File: config.mk
export PLATFORM = sky130hd
export DESIGN_NAME = dot_product_pipe
export DESIGN_NICKNAME = d
export VERILOG_FILES = /design/src/rtl/dot_product_pipe.sv
export SDC_FILE = /design/constraint.sdc
export NUM_CORES = 1
export LEC_CHECK = 0
export BUFFER_PORTS_ARGS = -buffer_cell sky130_fd_sc_hd__buf_4
export CORE_AREA = 2 2 222 278
export CTS_CLUSTER_SIZE = 28
export DETAILED_ROUTE_END_ITERATION = 6
export DIE_AREA = 0 0 224 280
export GPL_TIMING_DRIVEN = 0
export PLACE_DENSITY = 0.51
export SYNTH_ARGS = -nofsm -noshare
export SYNTH_HDL_FRONTEND = slang
export SYNTH_SLANG_ARGS = --single-unit
File: constraint.sdc
create_clock -name clk -period 2.6 [get_ports clk]
set_input_delay 0.13 -clock clk [delete_from_list [all_inputs] [get_ports clk]]
set_output_delay 0.13 -clock clk [all_outputs]
set_load 0.1 [all_outputs]
File: src/rtl/dot_product_pipe.sv
// Pipelined N-tap dot product of unsigned pixels and signed weights with a
// valid/ready stream interface. Outputs the exact sum and a rounded, clamped pixel.
module dot_product_pipe #(
  parameter int unsigned NTAPS     = 4,
  parameter int unsigned PIX_W     = 8,
  parameter int unsigned WGT_W     = 9,
  parameter int unsigned FRAC_BITS = 7
) (
  input  logic                                         clk,
  input  logic                                         rst_n,
  input  logic                                         clear,
  input  logic                                         in_valid,
  output logic                                         in_ready,
  input  logic [NTAPS*PIX_W-1:0]                       pix_in,
  input  logic [NTAPS*WGT_W-1:0]                       wgt_in,
  output logic                                         out_valid,
  input  logic                                         out_ready,
  output logic signed [PIX_W+WGT_W+$clog2(NTAPS)-1:0]  acc_out,
  output logic [PIX_W-1:0]                             pix_out,
  output logic                                         sat_hi,
  output logic                                         sat_lo
);

  localparam int unsigned LOG2N  = $clog2(NTAPS);
  localparam int unsigned PROD_W = PIX_W + WGT_W;
  localparam int unsigned ACC_W  = PROD_W + LOG2N;
  localparam logic signed [ACC_W:0] RND = ((ACC_W+1)'(1) << FRAC_BITS) >> 1;

  logic                     adv;
  logic [LOG2N:0]           v_q, v_d;
  logic                     out_valid_q, out_valid_d;

  logic signed [PROD_W-1:0] prod_q [NTAPS];
  logic signed [PROD_W-1:0] prod_d [NTAPS];
  logic signed [ACC_W-1:0]  node_q [1:NTAPS-1];
  logic signed [ACC_W-1:0]  node_d [1:NTAPS-1];
  logic signed [ACC_W-1:0]  tree_w [2:2*NTAPS-1];

  logic signed [ACC_W:0]    sum_w, rnd_w;
  logic signed [ACC_W-1:0]  acc_q;
  logic [PIX_W-1:0]         pix_q, pix_d;
  logic                     sat_hi_q, sat_hi_d, sat_lo_q, sat_lo_d;

  assign adv       = ~out_valid_q | out_ready;
  assign in_ready  = adv;
  assign out_valid = out_valid_q;
  assign acc_out   = acc_q;
  assign pix_out   = pix_q;
  assign sat_hi    = sat_hi_q;
  assign sat_lo    = sat_lo_q;

  always_comb begin
    for (int unsigned i = 0; i < NTAPS; i++) begin
      prod_d[i] = PROD_W'($signed({1'b0, pix_in[i*PIX_W +: PIX_W]}))
                * PROD_W'($signed(wgt_in[i*WGT_W +: WGT_W]));
    end
  end

  // Adder tree in heap order: node j sums children 2j and 2j+1, leaves NTAPS..2*NTAPS-1
  // are the products. Every node updates on adv, so depth d lands in stage LOG2N-d.
  always_comb begin
    for (int unsigned i = 0; i < NTAPS; i++) begin
      tree_w[NTAPS+i] = ACC_W'(prod_q[i]);
    end
    for (int unsigned j = 2; j < NTAPS; j++) begin
      tree_w[j] = node_q[j];
    end
    for (int unsigned j = 1; j < NTAPS; j++) begin
      node_d[j] = tree_w[2*j] + tree_w[2*j+1];
    end
  end

  always_comb begin
    sum_w    = {node_q[1][ACC_W-1], node_q[1]} + RND;
    rnd_w    = sum_w >>> FRAC_BITS;
    sat_lo_d = rnd_w[ACC_W];
    sat_hi_d = ~rnd_w[ACC_W] & (|rnd_w[ACC_W-1:PIX_W]);
    if (sat_lo_d) begin
      pix_d = '0;
    end else if (sat_hi_d) begin
      pix_d = '1;
    end else begin
      pix_d = rnd_w[PIX_W-1:0];
    end
  end

  always_comb begin
    v_d         = v_q;
    out_valid_d = out_valid_q;
    if (clear) begin
      v_d         = '0;
      out_valid_d = 1'b0;
    end else if (adv) begin
      v_d         = {v_q[LOG2N-1:0], in_valid};
      out_valid_d = v_q[LOG2N];
    end
  end

  always_ff @(posedge clk or negedge rst_n) begin
    if (!rst_n) begin
      v_q         <= '0;
      out_valid_q <= 1'b0;
    end else begin
      v_q         <= v_d;
      out_valid_q <= out_valid_d;
    end
  end

  always_ff @(posedge clk or negedge rst_n) begin
    if (!rst_n) begin
      for (int unsigned i = 0; i < NTAPS; i++) begin
        prod_q[i] <= '0;
      end
      for (int unsigned j = 1; j < NTAPS; j++) begin
        node_q[j] <= '0;
      end
      acc_q    <= '0;
      pix_q    <= '0;
      sat_hi_q <= 1'b0;
      sat_lo_q <= 1'b0;
    end else if (adv) begin
      for (int unsigned i = 0; i < NTAPS; i++) begin
        prod_q[i] <= prod_d[i];
      end
      for (int unsigned j = 1; j < NTAPS; j++) begin
        node_q[j] <= node_d[j];
      end
      acc_q    <= node_q[1];
      pix_q    <= pix_d;
      sat_hi_q <= sat_hi_d;
      sat_lo_q <= sat_lo_d;
    end
  end

endmodule

After elaboration in Yosys (flattened, before gate mapping)
Cells that the tools add are included.
Widths: inputs -> output; s select.

word-level totals
  bits in read-only memories = 0
  word-level logic and storage cells = 33
  memory bits (writable) = 0
  bits in registers = 158
  output and inout port bits = 31
  latch bits = 0
  memories kept = 0
  input port bits = 73

operators by class
  shift-type cells = 0
  mux-type cells = 6
  equality and inequality tests = 0
  bitwise logic cells = 4
  magnitude comparators = 0
  multipliers = 4
  reduce and logical (&&, ||, !) cells = 2
  divide/modulo/power cells = 0
  add/subtract/negate cells = 4

operators with widths
  kind                   number
  $mul 9x9->17           4
  $add 17x17->18         2
  $add 19x8->20 const B  1
  $add 19x19->19         1
  $mux 8                 2
  $mux 3                 2
  $reduce_or 5->1        1
  $mux 1                 2
  $not 1->1              2
  $reduce_bool 2->1      1
  $and 1x1->1            1
  $or 1x1->1             1

Longest topological paths before layout
  depth after elaboration = 5
  gate-level depth with buffers = 19
  mapped depth without buffers = 18

Worst setup path before layout
No wires, ideal clock.

  path kind = input -> register
  from = in wgt_in[27]
  to = reg prod_q[16] (netlist bit)
  arrival = 4.105 ns
  library setup time = 0.136 ns
  data required time = 2.464 ns
  buffers on the path = 1
  setup slack = -1.641 ns
  cell stages on the path = 17
  cell sequence = clkbuf_1 nand2_1 fa_1 inv_1 fa_1 inv_1 fa_1 inv_1 fa_1 fa_1 ha_1 o21ai_0 o21ai_0 o2111ai_1 a21oi_1 xnor2_1 o21ai_0

on the way
  word-level cells in the longest chain between the ends = 1

RTL lines
  what                            RTL line  source
  start: declaration              15        input logic [NTAPS*WGT_W-1:0] wgt_in,
  $mul 9x9->17                    55        * PROD_W'($signed(wgt_in[i*WGT_W +: WGT_W]));
  end signal: indexed assignment  123       prod_q[i] <= prod_d[i];
  end: declaration                33        logic signed [PROD_W-1:0] prod_q [NTAPS];

Every way passes these cells.
A chain may end at the register's enable or synchronous reset.

Worst setup path in the final report
  from = in wgt_in[4]
  to = reg prod_q[67] (netlist bit)

The elaborated chain is that of the path after synthesis.

==> results.sh <==
export IMPL_startpoint="wgt_in[4]"
export IMPL_relSlewSlack=0.3274
export IMPL_grtUsageTotal=0.1549
export IMPL_worstMarginPinSlew_ns=1.009
export IMPL_drtIter0Drc=421
export IMPL_synth_enable_flop_cells=0
export IMPL_h_tree_depth=4
export IMPL_final_hold_viol_count=0
export IMPL_die_h_um=280
export IMPL_dpl_hpwl_mm=37.63
export IMPL_start_util=0.2959
export IMPL_worstSetupPathType="input pin to flip-flop"
export IMPL_yosys_warnings=0
export IMPL_post_route_min_period_ns=3.851
export IMPL_grt_pass1_wl_mm=78.61
export IMPL_wl_mm=47.81
export IMPL_dieArea_um2=62720
export IMPL_drt_wirelength_per_cell_um=16.19
export IMPL_clk_latency_ns=0.44
export IMPL_finalNetCount=2664
export IMPL_worstHoldStart="wgt_in[9]"
export IMPL_endpoint_kind="flip-flop"
export IMPL_netlist_area_um2=17840
export IMPL_drv_slew=0
export IMPL_hp_class="input pin to flip-flop"
export IMPL_final_antenna_net_count=0
export IMPL_synthTopCellsByCount="nand2_1, ha_1, inv_1"
export IMPL_die_x_um=224
export IMPL_ys_seq_elements=156
export IMPL_timing_final_crit_share=1.481
export IMPL_fp_row_count=101
export IMPL_gp_congestion=0.8605
export IMPL_tritoncts="yes"
export IMPL_status="finished, violations left"
export IMPL_grt_setup_unrepaired="true"
export IMPL_vias=14235
export IMPL_p_per_area_nw_per_um2=1223
export IMPL_dpl_worst_slack_ns=-1.947
export IMPL_grt_start_max_net_pins=85
export IMPL_synthCells=2004
export IMPL_synth_top_cell_area_share=0.2189
export IMPL_grt_overflow=0
export IMPL_async_flop_share=1.000
export IMPL_hold_ws_ns=0.02587
export IMPL_antenna_found_initial=2
export IMPL_routed_via_density=4.821
export IMPL_fin_tns_setup_ns=-37.56
export IMPL_numCtsBuffers=17
export IMPL_syn_num_nets=2501
export IMPL_r2r_start="node_q[5]"
export IMPL_first_global_vias=15339
export IMPL_layout_drive_gt1_share=0.1858
export IMPL_drc_errors=0
export IMPL_synth_area_top_cells="dfrtp_1, fa_1, ha_1, nand2_1, and2_1"
export IMPL_crit_fanout=3
export IMPL_worst_slack_ns=-1.251
export IMPL_cp_arrival_ns=4.15
export IMPL_synth_cell_type_count=60
export IMPL_root_buffer="clkbuf_16"
export IMPL_clk_pin_slew_ns=0.06
export IMPL_syn_avg_cell_area_um2=8.901
export IMPL_crit_required_ns=2.90
export IMPL_synthFlopType="dfrtp_1"
export IMPL_synth_area_leader_cell="dfrtp_1"
export IMPL_cp_start_kind="input pin"
export IMPL_finalPower_uw=27400
export IMPL_core_area_um2=60280
export IMPL_violations="negative setup slack"
export IMPL_yosysMostFrequentCell="nand2_1"
export IMPL_final_setup_viol_count=44
export IMPL_final_cell_area_um2=22400
export IMPL_fillerInstances=6035
export IMPL_portBuffers=94
export IMPL_ios=104
export IMPL_finClkSkew_ns=0.007427
export IMPL_cts_sinks=156
export IMPL_place_area_um2=20130
export IMPL_vdd_ir_drop_max_mv=0.4807
export IMPL_areaGrowthSynthToFinish_pct=25.59
export IMPL_firstDrtPassIters=7
export IMPL_maxCapViolations=0
export IMPL_ys_seq_area_frac=0.2189
export IMPL_p_leak_uw=0.01065
export IMPL_max_freq_mhz=259.7
export IMPL_clockBufferDepth=2
cell type report:
| type | count | area [um^2] | share of cell area |
|---|---|---|---|
| timing repair buffer | 145 | 1519 | 0.06781 |
| tap | 772 | 965.9 | 0.04312 |
| antenna | 1 | 2.502 | 0.0001117 |
| sequential | 156 | 3904 | 0.1743 |
| multi-input combinational | 1571 | 14230 | 0.6353 |
| inverter | 234 | 883.3 | 0.03943 |
| clock buffer | 19 | 442.9 | 0.01977 |
| buffer | 42 | 345.3 | 0.01542 |
| clock inverter | 13 | 107.6 | 0.004803 |
worst max-delay path: stages:
cell and delay (ns):
buf_12 0.10, and2_4 0.15, fa_1 0.54, inv_2 0.04, fa_1 0.52, inv_2 0.05
fa_1 0.45, fa_1 0.52, fa_2 0.46, ha_4 0.32, o21ai_4 0.07, o21ai_4 0.20
o2111ai_4 0.14, a21oi_2 0.21, xnor2_2 0.16, o21ai_1 0.08
worst paths after layout:
check,endpoint,slack [ns],cells past startpoint
min,prod_q[34],0.03,3
max reg2reg,node_q[50],0.09,8
min in group asynchronous,acc_out[17],0.25,2
max,prod_q[67],-1.25,16
min reg2reg,acc_out[1],0.47,2
max in group asynchronous,prod_q[65],1.52,3
through the flow:
stage          utilization  cells
2_1_floorplan            -   2004
5_1_grt             0.3716   2953
3_3_place_gp        0.3334   2870
3_5_place_dp        0.3340   2871
6_report            0.3716   2953
4_1_cts             0.3626   2941
cell families after synthesis:
logic type               Yosys count  synth area share
XOR/XNOR                          90           0.04419
buffers and inverters            277           0.05829
AO/OA/AOI/OAI                    352            0.1202
adder cells (fa/ha/maj)          424            0.3711
multiplexers                       2          0.001122
flip-flops                       156            0.2189
AND/OR/NAND/NOR                  703            0.1863
flip-flops by register name, indices dropped and copies added (netlist names):
| register | flops |
|---|---|
| prod_q | 68 |
| node_q | 55 |
| acc_out | 19 |
| pix_out | 8 |
| v_q | 3 |
| out_valid | 1 |
| sat_hi | 1 |
| sat_lo | 1 |
layout by cell type, fill, tap and decap left out, types with 12 or more instances in the layout:
cell / Yosys / final
inv_1: 233 / 220
nand2b_1: 19 / 15
dfrtp_1: 156 / 156
a21oi_1: 117 / 96
o211ai_1: 12 / 12
a21oi_2: 0 / 13
buf_12: 0 / 14
xnor2_1: 57 / 46
inv_2: 1 / 12
fa_2: 0 / 20
fa_1: 175 / 155
o21ai_0: 106 / 54
ha_1: 249 / 209
nor2_1: 87 / 85
ha_4: 0 / 34
buf_4: 0 / 78
nand2_4: 0 / 14
a21o_1: 21 / 21
nand2_2: 0 / 21
nand3_1: 21 / 21
clkbuf_16: 0 / 26
xor2_1: 33 / 30
clkbuf_1: 41 / 26
nor2b_1: 29 / 25
nand2_1: 345 / 310
o21a_1: 20 / 20
o21ai_4: 0 / 12
buf_6: 0 / 40
o21ai_1: 0 / 29
and2_1: 152 / 144
layer usage:
layer / GRT usage / vias to the layer above / wire (um)
met5: 0 / - / 11
met4: 0.02427 / 2 / 336
met3: 0.01424 / 31 / 823
met2: 0.2957 / 134 / 25830
met1: 0.1905 / 7164 / 20810
li1: - / 6904 / -
timing repair:
| action | CTS | global route |
|---|---|---|
| hold buffers | 3 | 0 |
| buffers inserted | 37 | 12 |
| gates cloned | 0 | 1 |
| setup endpoints to repair | 108 | 62 |
| hold endpoints to repair | 76 | 0 |
| gates resized for setup | 198 | 88 |
| pin swaps | 116 | 83 |
where the power goes:
part           switching [uW]  total, uW  internal (uW)
combinational           11500      20400           8970
clock                    1100       2380           1270
sequential                898       4590           3690
total                   13500      27400          13900
(Power assumes the default switching activity.)
